<file path="src/rtl/serial_subtractor_if.sv">
// Operand/result bundle for the bit-serial subtractor.
// The master drives a request; the slave returns the registered difference and status.
interface serial_subtractor_if #(
    parameter int WIDTH = 8
);
    logic             start;
    logic [WIDTH-1:0] a;
    logic [WIDTH-1:0] b;
    logic             bin;
    logic [WIDTH-1:0] diff;
    logic             bout;
    logic             busy;
    logic             done;

    modport master (
        output start, a, b, bin,
        input  diff, bout, busy, done
    );

    modport slave (
        input  start, a, b, bin,
        output diff, bout, busy, done
    );
endinterface

</file>
<file path="src/rtl/serial_subtractor.sv">
// Bit-serial subtractor: one full-subtractor cell is reused for WIDTH cycles.
// Operands are latched on start and consumed LSB first; result and borrow are registered at the end.
module serial_subtractor #(
    parameter int WIDTH = 8
) (
    input  logic                clk,
    input  logic                rst_n,
    serial_subtractor_if.slave  bus
);
    localparam int CW = $clog2(WIDTH);

    typedef enum logic [1:0] {
        IDLE,
        SHIFT,
        DONE
    } state_t;

    state_t           state;
    state_t           state_next;
    logic [CW-1:0]    count;
    logic [WIDTH-1:0] a_reg;
    logic [WIDTH-1:0] b_reg;
    logic [WIDTH-1:0] res_reg;
    logic [WIDTH-1:0] diff_reg;
    logic             borrow;
    logic             bout_reg;
    logic             x;
    logic             y;
    logic             d;
    logic             borrow_next;
    logic             last_bit;
    logic             accept;
    logic             busy_int;
    logic             done_int;

    always_ff @(posedge clk or negedge rst_n) begin
        if (!rst_n) begin
            state <= IDLE;
        end else begin
            state <= state_next;
        end
    end

    always_comb begin
        state_next = state;
        busy_int   = 1'b0;
        done_int   = 1'b0;
        accept     = 1'b0;
        case (state)
            IDLE: begin
                if (bus.start) begin
                    accept     = 1'b1;
                    state_next = SHIFT;
                end
            end
            SHIFT: begin
                busy_int = 1'b1;
                if (last_bit) begin
                    state_next = DONE;
                end
            end
            DONE: begin
                done_int   = 1'b1;
                state_next = IDLE;
            end
            default: begin
                state_next = IDLE;
            end
        endcase
    end

    // Operands shift right each cycle, so bit 0 is always the bit being processed.
    always_comb begin
        x           = a_reg[0];
        y           = b_reg[0];
        d           = x ^ y ^ borrow;
        borrow_next = (~x & y) | (~(x ^ y) & borrow);
        last_bit    = (count == CW'(WIDTH - 1));
    end

    always_ff @(posedge clk or negedge rst_n) begin
        if (!rst_n) begin
            a_reg    <= '0;
            b_reg    <= '0;
            res_reg  <= '0;
            borrow   <= 1'b0;
            count    <= '0;
            diff_reg <= '0;
            bout_reg <= 1'b0;
        end else begin
            if (accept) begin
                a_reg  <= bus.a;
                b_reg  <= bus.b;
                borrow <= bus.bin;
                count  <= '0;
            end else if (state == SHIFT) begin
                a_reg   <= a_reg >> 1;
                b_reg   <= b_reg >> 1;
                res_reg <= {d, res_reg[WIDTH-1:1]};
                borrow  <= borrow_next;
                count   <= count + 1'b1;
                // The final bit lands straight in diff, so the outputs only move on completion.
                if (last_bit) begin
                    diff_reg <= {d, res_reg[WIDTH-1:1]};
                    bout_reg <= borrow_next;
                end
            end
        end
    end

    assign bus.diff = diff_reg;
    assign bus.bout = bout_reg;
    assign bus.busy = busy_int;
    assign bus.done = done_int;
endmodule
</file>
<file path="src/flat_wrapper.sv">
// flat-port wrapper written by rule: the top's interface ports become plain ports
module serial_subtractor_flat 
#(
    parameter int WIDTH = 8
)
  (clk, rst_n, bus_start, bus_a, bus_b, bus_bin, bus_diff, bus_bout, bus_busy, bus_done);
  serial_subtractor_if #(.WIDTH(WIDTH)) bus_i ();
  input  logic clk;
  input  logic rst_n;
  input wire logic [$bits(bus_i.start)-1:0] bus_start;
  input wire logic [$bits(bus_i.a)-1:0] bus_a;
  input wire logic [$bits(bus_i.b)-1:0] bus_b;
  input wire logic [$bits(bus_i.bin)-1:0] bus_bin;
  output wire logic [$bits(bus_i.diff)-1:0] bus_diff;
  output wire logic [$bits(bus_i.bout)-1:0] bus_bout;
  output wire logic [$bits(bus_i.busy)-1:0] bus_busy;
  output wire logic [$bits(bus_i.done)-1:0] bus_done;
  assign bus_i.start = bus_start;
  assign bus_i.a = bus_a;
  assign bus_i.b = bus_b;
  assign bus_i.bin = bus_bin;
  assign bus_diff = bus_i.diff;
  assign bus_bout = bus_i.bout;
  assign bus_busy = bus_i.busy;
  assign bus_done = bus_i.done;
  serial_subtractor #(.WIDTH(WIDTH)) u_core (.clk(clk), .rst_n(rst_n), .bus(bus_i));
endmodule
</file>
<file path="config.mk">
export PLATFORM = sky130hd
export DESIGN_NAME = serial_subtractor_flat
export DESIGN_NICKNAME = d
export VERILOG_FILES = /design/src/rtl/serial_subtractor_if.sv /design/src/rtl/serial_subtractor.sv /design/src/flat_wrapper.sv
export SDC_FILE = /design/constraint.sdc
export NUM_CORES = 1
export LEC_CHECK = 0
export BUFFER_PORTS_ARGS = -buffer_cell sky130_fd_sc_hd__clkbuf_2
export CORE_MARGIN = 2
export CORE_UTILIZATION = 58
export CTS_CLUSTER_DIAMETER = 120
export DETAILED_ROUTE_END_ITERATION = 12
export GPL_TIMING_DRIVEN = 0
export HOLD_SLACK_MARGIN = 0.08
export PLACE_DENSITY = 0.85
export SLEW_MARGIN = 15
export SYNTH_ARGS = -nofsm -noshare
export SYNTH_HDL_FRONTEND = slang
export SYNTH_SLANG_ARGS = --single-unit
</file>
<file path="constraint.sdc">
create_clock -name clk -period 3.2 [get_ports clk]
set_clock_uncertainty 0.15 [all_clocks]
set_input_delay 0.96 -clock clk [delete_from_list [all_inputs] [get_ports clk]]
set_output_delay 0.96 -clock clk [all_outputs]
set_load 0.03 [all_outputs]
</file>
==> results of run 1 <==
cells in the mapped netlist, types with 2 or more instances:
master | n | area share (%)
inv_1 | 6 | 1.3
buf_2 | 4 | 1.2
nand2_1 | 25 | 5.5
a22o_1 | 2 | 1.0
nand2b_1 | 4 | 1.5
dfrtp_1 | 38 | 56
mux2_4 | 7 | 6.1
a21oi_1 | 3 | 0.88
ha_1 | 2 | 1.5
buf_4 | 2 | 0.88
nor2_1 | 16 | 3.5
o21ai_0 | 6 | 1.8
o22ai_1 | 12 | 4.4
buf_6 | 3 | 2.0
o32ai_1 | 13 | 6.7
worst min-delay path by stage:
stage | start | to | slack (ns) | depth (start not counted)
finish | u_core.res_reg[1]$_DFFE_PN0P_ | u_core.res_reg[1]$_DFFE_PN0P_ | 0.34 | 2
floorplan | u_core.res_reg[1]$_DFFE_PN0P_ | u_core.res_reg[1]$_DFFE_PN0P_ | 0.29 | 2
detailed placement | u_core.res_reg[1]$_DFFE_PN0P_ | u_core.res_reg[1]$_DFFE_PN0P_ | 0.31 | 2
CTS | u_core.res_reg[1]$_DFFE_PN0P_ | u_core.res_reg[1]$_DFFE_PN0P_ | 0.34 | 2
global route | u_core.res_reg[1]$_DFFE_PN0P_ | u_core.res_reg[1]$_DFFE_PN0P_ | 0.38 | 2
global placement | u_core.res_reg[1]$_DFFE_PN0P_ | u_core.res_reg[1]$_DFFE_PN0P_ | 0.31 | 2
kinds of logic (layout without fill, tap and decap cells):
logic type,count (synthesis),count (layout),share of synthesized area [%]
AO/OA/AOI/OAI,39,39,16.2
adder cells (fa/ha/maj),3,3,2.63
buffers and inverters,17,55,5.78
flip-flops,38,38,55.6
multiplexers,8,8,6.80
AND/OR/NAND/NOR,49,49,12.9
final cells by class:
cell class                      instances  area [µm²]
Buffer                                 11        76.3
Clock buffer                            7        55.1
Clock inverter                          1        5.00
Fill cell                             214         822
Inverter                                6        22.5
Multi-Input combinational cell         99         661
Sequential cell                        38         951
Tap cell                               31        38.8
Timing Repair Buffer                   30         150
power by group through the flow:
stage / Sequential [mW] / Combinational, mW / Clock (mW)
after floorplan: 0.950 / 0.572 / 0
after global placement: 0.859 / 0.845 / 0
after detailed placement: 0.877 / 0.887 / 0
after CTS: 0.867 / 0.893 / 0.265
after global routing: 0.899 / 0.992 / 0.286
final: 0.869 / 0.887 / 0.261
routing by layer:
metal  up-vias  global-route usage, %  routed length (µm)
met5         -                      0                   0
met4         0                   7.31                  44
met3         7                   7.25                 199
met2        53                   38.0                1720
met1       639                   28.6                1410
li1        620                      -                   -
worst max-delay path, stage by stage (launching register included):
cell      delay, ns
dfrtp_1        0.47
nand2b_1       0.13
inv_1          0.10
buf_2          0.22
clkbuf_2       0.24
==> impl_metrics.ini, run 1 <==
[run_status]
status = finished clean

[grt]
grt-ovfl-total = 0
grt_pass1_vias = 1305
grt_usage_pct = 22.9
grt_max_degree = 39
antenna_found_initial = 0
grt_pass1_wl_mm = 5.75

[critical_path]
regToRegStartpoint = u_core.count[0]$_DFFE_PN0P_
reg2reg_depth = 5
cp.required_ns = 2.09
worst-setup-path-type = reg -> out
cp_max_fo = 10
cp-start-kind = flip-flop
endpoint_kind = output port
critPathLaunch = u_core.state[0]$_DFFE_PN0P_
worstPathArrival_ns = 1.51
ff2ff_setup_slack_ns = 1.51
worstSetupEndpoint = bus_busy
r2r_end = u_core.bus.diff[6]$_DFFE_PN0P_

[pwr]
switching_share_pct = 41.0
finalPower_mw = 2.02
vdd.ir_drop.worst_uv = 758
p_clk_share_pct = 12.9
power_leakage_nw = 0.984
power_frac_comb_pct = 44.0
p_sw_mw = 0.827
powerDensity_nw_per_um2 = 1030
p_seq_share_pct = 43.1
p_int_mw = 1.19

[clock_network]
root_buffer = clkbuf_4
htree_num_levels = 2
post_cts_buffers = 0
cts_hold_buf = 0
clockBufferDepth = 2
clkTransAtPathRegs_ns = 0.11
cts_tree = built
cts.sinks = 38
numCtsBuffers = 5
insertion_delay_ns = 0.35
cts_resized = 0

[route]
drt_first_pass_iters = 4
drt_iter0_markers = 50
wl_per_cell_um = 15.1
totalWireLength_mm = 3.37
drc = 0
ant_nets = 0
vias = 1319
avgViaCountPerCell = 5.91

[place]
pre_cts_ws_ns = 0.981
dpl-instance-area_um2 = 1900
gp_routability_congestion = 0.771
placed_cells = 215
dp_hpwl_mm = 2.36
port_buffers = 30

[synth]
yosysWarnings = 0
syn_nets = 177
ys.flop_type = dfrtp_1
ys_seq_elements = 38
ys_seq_area_share_pct = 55.6
syn_area_per_cell_um2 = 11.1
synth_cell_types = 26
synth_area_um2 = 1710
synth_cells = 154
synth_edf_count = 0
async_flop_share_pct = 100

[timing]
setup_tns_ns = 0
finalSetupViolCount = 0
finalMaxSlewViolations = 0
hold_viol_final = 0
worst_pin_slew_ns = 0.915
max_freq_mhz = 381
min_period_over_period_pct = 81.9
rsz0062_at_grt = false
min_period_ns = 2.62
fin_hold_ws_ns = 0.340
fin_ws_ns = 0.578
timing.slew.headroom_pct = 39.0

[layout]
finish.instance_area_um2 = 1960
diodes = 0
final_common_cell = dfrtp_1
drive_above_1_share_pct = 28.6
syn_to_final_growth_pct = 14.6
fin_nets = 214
mostFrequentLayoutCells = dfrtp_1 (38), clkbuf_2 (30), nand2_1 (25), nor2_1 (16), o32ai_1 (13)
finish.utilization_pct = 70.4
layout.cells.non_filler = 223

[die]
core_area_um2 = 2780
io-pin-count = 31
initial_core_util_pct = 61.5
die_w_um = 58.3
die_h_um = 58.3
die_area_um2 = 3400
rows = 19

[job]
drv_cap = 0

[worst_hold_path]
hold_path_class = reg -> reg
No activity file was read; power rests on OpenSTA's default activity.
==> run 2, diff against run 1 <==
--- a/config.mk
+++ b/config.mk
@@ -7,12 +7,12 @@
 export LEC_CHECK = 0
 export BUFFER_PORTS_ARGS = -buffer_cell sky130_fd_sc_hd__clkbuf_2
 export CORE_MARGIN = 2
-export CORE_UTILIZATION = 58
+export CORE_UTILIZATION = 49
 export CTS_CLUSTER_DIAMETER = 120
 export DETAILED_ROUTE_END_ITERATION = 12
 export GPL_TIMING_DRIVEN = 0
 export HOLD_SLACK_MARGIN = 0.08
-export PLACE_DENSITY = 0.85
+export PLACE_DENSITY = 0.76
 export SLEW_MARGIN = 15
 export SYNTH_ARGS = -nofsm -noshare
 export SYNTH_HDL_FRONTEND = slang
==> constraint.sdc (replaced) <==
create_clock -name clk -period 2.17 [get_ports clk]
set_clock_uncertainty 0.15 [all_clocks]
set_input_delay 0.651 -clock clk [delete_from_list [all_inputs] [get_ports clk]]
set_output_delay 0.651 -clock clk [all_outputs]
set_load 0.03 [all_outputs]
==> run 2 against run 1 <==
Highest routed layer unchanged; die area increased by 17%; non-clock buffer count up 8; critical endpoint is now bus_done; flip-flop and latch count is the same; clock-buffer cell count down 1.
==> impl_metrics.ini, run 2 (same netlist as run 1, synthesis figures left out) <==
[layout]
mostFrequentLayoutCells = dfrtp_1 (37), clkbuf_2 (28), nand2_1 (25), nor2_1 (15), o32ai_1 (13)
diodes = 0
fillerInstances = 273
finish.instance_area_um2 = 2140
layout.cells.non_filler = 246
syn_to_final_growth_pct = 25.2
drive_above_1_share_pct = 34.5
final_common_cell = dfrtp_1
fin_nets = 222

[timing]
timing.slew.headroom_pct = 38.9
finalMaxSlewViolations = 0
finalSetupViolCount = 0
min_period_ns = 2.11
hold_viol_final = 0
min_period_over_period_pct = 97.0
fin_hold_ws_ns = 0.253
worst_pin_slew_ns = 0.916
max_freq_mhz = 475
setup_tns_ns = 0
rsz0062_at_grt = false

[pwr]
power_frac_comb_pct = 42.9
p_int_mw = 2.09
p_seq_share_pct = 38.2
p_clk_share_pct = 18.9
vdd.ir_drop.worst_uv = 668
powerDensity_nw_per_um2 = 1570
power_leakage_nw = 1.06
finalPower_mw = 3.36
p_sw_mw = 1.27
switching_share_pct = 37.8

[grt]
grt_max_degree = 39
grt_pass1_wl_mm = 5.95
grt_usage_pct = 19.1
grt_pass1_vias = 1306
grt-ovfl-total = 0
antenna_found_initial = 0

[route]
drt_iter0_markers = 131
avgViaCountPerCell = 5.46
totalWireLength_mm = 3.52
wl_per_cell_um = 14.3
vias = 1343
ant_nets = 0
drt_first_pass_iters = 4
drc = 0

[place]
placed_cells = 230
dp_hpwl_mm = 2.41
dpl-instance-area_um2 = 1920
gp_routability_congestion = 0.767
port_buffers = 30

[die]
initial_core_util_pct = 51.3
die_area_um2 = 3980
die_w_um = 63.1
rows = 21
die_h_um = 63.1
io-pin-count = 31
core_area_um2 = 3340

[clock_network]
clockBufferDepth = 2
htree_num_levels = 2
numCtsBuffers = 5
insertion_delay_ns = 0.36
cts_tree = built
root_buffer = clkbuf_4
cts.sinks = 38
cts_hold_buf = 0
clkTransAtPathRegs_ns = 0.12

[critical_path]
worst-path-stages = 5
cp_slowest_cell = dfrtp_1
worst-setup-path-type = reg -> out
endpoint_kind = output port
cp.required_ns = 1.37
cp_max_fo = 8
slowest_delay_ns = 0.43
worstPathCellList = buf_6, inv_4, buf_6, nor2_4, clkbuf_8
cp-start-kind = flip-flop
critPathLaunch = u_core.state[1]$_DFFE_PN0P_
path_common_cell = buf_6
r2r_end = u_core.bus.diff[6]$_DFFE_PN0P_
reg2reg_depth = 5
worstPathArrival_ns = 1.30
ff2ff_setup_slack_ns = 0.52
regToRegStartpoint = u_core.count[0]$_DFFE_PN0P_
cp_top_family = buffers and inverters
critPathBufInv = 4

[job]
drv_cap = 0

[worst_hold_path]
hold_path_class = in -> async

[run_status]
status = finished clean
==> run 2: worst max path at each step <==
stage | endpoint
global placement | bus_busy
global route | bus_done
finish | bus_done
detailed placement | bus_busy
CTS | bus_done
floorplan | bus_done
==> run 2: power by group through the flow <==
stage | Combinational [mW] | Clock, mW | Sequential [mW]
after floorplan | 0.843 | 0 | 1.40
after global placement | 1.25 | 0 | 1.27
after detailed placement | 1.31 | 0 | 1.30
after CTS | 1.40 | 0.644 | 1.29
after global routing | 1.58 | 0.675 | 1.33
final | 1.44 | 0.636 | 1.28
==> run 2: timing repair <==
action | 4_1_cts | 5_1_grt
setup endpoints to repair | 2 | 2
gates resized for setup | 14 | 2
buffers inserted | 3 | 6
==> run 2: layer usage <==
metal / global-route usage (%) / part of all wire, % / vias to the layer above
li1: - / - / 635
met1: 24.2 / 42 / 651
met2: 30.6 / 51 / 48
met3: 6.07 / 5.2 / 9
met4: 7.50 / 1.7 / 0
met5: 0 / 0 / -
==> run 2: layout make-up <==
type	count	area, µm²	area share [%]
Sequential cell	38	952	44.5
Multi-Input combinational cell	99	676	31.5
Timing Repair Buffer	39	235	11.0
Buffer	10	85.1	3.97
Clock inverter	2	60.1	2.80
Tap cell	46	57.6	2.69
Clock buffer	6	51.3	2.39
Inverter	6	25.0	1.17
==> run 2: through the flow <==
stage	util, %	setup WS, ns
after global placement	57.5	0.255
final	64.2	0.0649
after detailed placement	57.5	0.224
after floorplan	-	0.200
after global routing	64.2	0.0125
after CTS	62.6	0.0183
==> run 3, diff against run 2 <==
--- a/config.mk
+++ b/config.mk
@@ -12,7 +12,7 @@
 export DETAILED_ROUTE_END_ITERATION = 12
 export GPL_TIMING_DRIVEN = 0
 export HOLD_SLACK_MARGIN = 0.08
-export PLACE_DENSITY = 0.76
+export PLACE_DENSITY = 0.71
 export SLEW_MARGIN = 15
 export SYNTH_ARGS = -nofsm -noshare
 export SYNTH_HDL_FRONTEND = slang
==> run 3 against run 2 <==
Critical endpoint is now bus_busy; highest routed layer unchanged; worst hold slack better by 0.019 ns; core utilization down 3.0 points; sequential power about the same.
==> impl_metrics.ini, run 3 (same netlist as run 1, synthesis figures left out) <==
[critical_path]
cp.required_ns = 1.37
reg2reg_depth = 5
critPathBufInv = 3
slowest_delay_ns = 0.42
worstPathArrival_ns = 1.34
cp-start-kind = flip-flop
cp_top_family = flip-flops
critPathLaunch = u_core.state[1]$_DFFE_PN0P_
worstPathCellList = nand2b_1, inv_2, buf_6, clkbuf_8
regToRegStartpoint = u_core.count[0]$_DFFE_PN0P_
worst-path-stages = 4
cp_max_fo = 10
worstSetupEndpoint = bus_busy
endpoint_kind = output port
ff2ff_setup_slack_ns = 0.51
r2r_end = u_core.bus.diff[6]$_DFFE_PN0P_
cp_slowest_cell = dfrtp_1
worst-setup-path-type = reg -> out

[timing]
timing.slew.headroom_pct = 38.4
max_freq_mhz = 467
setup_tns_ns = 0
min_period_over_period_pct = 98.6
finalMaxSlewViolations = 0
rsz0062_at_grt = true
min_period_ns = 2.14
worst_pin_slew_ns = 0.925
hold_viol_final = 0
finalSetupViolCount = 0

[route]
drt_first_pass_iters = 4
wl_per_cell_um = 14.1
ant_nets = 0
totalWireLength_mm = 3.39
vias = 1278
drc = 0
avgViaCountPerCell = 5.33
drt_iter0_markers = 71

[die]
die_h_um = 63.1
rows = 21
core_area_um2 = 3340
initial_core_util_pct = 51.3
die_w_um = 63.1
io-pin-count = 31
die_area_um2 = 3980

[worst_hold_path]
hold_path_class = in -> async

[pwr]
p_int_mw = 1.81
power_frac_comb_pct = 45.3
p_seq_share_pct = 42.2
vdd.ir_drop.worst_uv = 677
p_sw_mw = 1.21
switching_share_pct = 40.1
powerDensity_nw_per_um2 = 1480
p_clk_share_pct = 12.4
power_leakage_nw = 1.01

[layout]
fin_nets = 216
finish.utilization_pct = 61.2
final_common_cell = dfrtp_1
syn_to_final_growth_pct = 19.4
drive_above_1_share_pct = 31.4
diodes = 0
mostFrequentLayoutCells = dfrtp_1 (37), clkbuf_2 (28), nand2_1 (25), nor2_1 (15), o32ai_1 (13)
layout.cells.non_filler = 240

[grt]
grt_max_degree = 39
grt-ovfl-total = 0
grt_pass1_vias = 1365
grtUsageMet2_pct = 35.1
grt_usage_pct = 19.9
antenna_found_initial = 0
grtUsageMet1_pct = 22.6
grt_pass1_wl_mm = 6.18
grt.busiest_layer = met2
grt_use_met3_pct = 6.43

[place]
dp_hpwl_mm = 2.45
gp_routability_congestion = 0.773
port_buffers = 30
placed_cells = 230

[job]
drv_cap = 0

[clock_network]
clockBufferDepth = 2
cts.sinks = 38
insertion_delay_ns = 0.34
clkTransAtPathRegs_ns = 0.11
htree_num_levels = 2
numCtsBuffers = 5
cts_tree = built
root_buffer = clkbuf_4

[run_status]
status = finished clean
-- run 3: per-layer routing --
layer | part of all wire, % | vias up | routed length [µm]
met2 | 51 | 34 | 1720
met3 | 5.3 | 9 | 181
li1 | - | 629 | -
met4 | 1.6 | 0 | 53
met1 | 42 | 606 | 1440
met5 | 0 | - | 0
-- run 3: power groups by stage --
stage                     clock network (mW)  logic [mW]  registers [mW]
after floorplan                            0       0.843            1.40
after global placement                     0        1.26            1.27
after detailed placement                   0        1.31            1.30
after CTS                              0.394        1.38            1.28
after global routing                   0.427        1.54            1.32
final                                  0.376        1.37            1.28
-- run 3: cell type report --
cell class                      count  area (µm²)
Fill cell                         298        1290
Sequential cell                    38         952
Multi-Input combinational cell     99         668
Timing Repair Buffer               33         190
Buffer                             10        88.8
Tap cell                           46        57.6
Clock buffer                        7        55.1
Inverter                            6        25.0
Clock inverter                      1        5.00
-- run 3: worst min path at each step --
| stage | slack (ns) | from | endpoint |
|---|---|---|---|
| global placement | 0.31 | u_core.res_reg[1]$_DFFE_PN0P_ | u_core.res_reg[1]$_DFFE_PN0P_ |
| detailed placement | 0.32 | u_core.count[0]$_DFFE_PN0P_ | u_core.count[0]$_DFFE_PN0P_ |
| finish | 0.27 | rst_n | u_core.res_reg[2]$_DFFE_PN0P_ |
| floorplan | 0.21 | rst_n | u_core.a_reg[0]$_DFFE_PN0P_ |
| global route | 0.32 | rst_n | u_core.res_reg[1]$_DFFE_PN0P_ |
| CTS | 0.30 | rst_n | u_core.bus.diff[3]$_DFFE_PN0P_ |
-- run 3: through the flow --
stage / total power [mW] / setup slack [ns] / hold WS (ns) / area (µm²)
2_1_floorplan: 2.24 / 0.200 / 0.205 / 1710
3_3_place_gp: 2.53 / 0.249 / 0.307 / 1920
3_5_place_dp: 2.61 / 0.223 / 0.324 / 1920
4_1_cts: 3.05 / 0.00111 / 0.304 / 2020
5_1_grt: 3.29 / -0.0501 / 0.322 / 2040
6_report: 3.02 / 0.0303 / 0.271 / 2040
-- run 3: what timing repair did --
action,in CTS,in global routing
resized for setup,13,3
setup endpoints to repair,2,2
hold endpoints to repair,0,0
hold buffers,0,0
buffers inserted,2,1
-- run 3: worst reg2reg max path, stage by stage, from the launching register on --
cell and delay (ns):
dfrtp_1 0.41, ha_1 0.21, ha_1 0.22, nand3b_4 0.10
buf_6 0.17, mux2_4 0.32
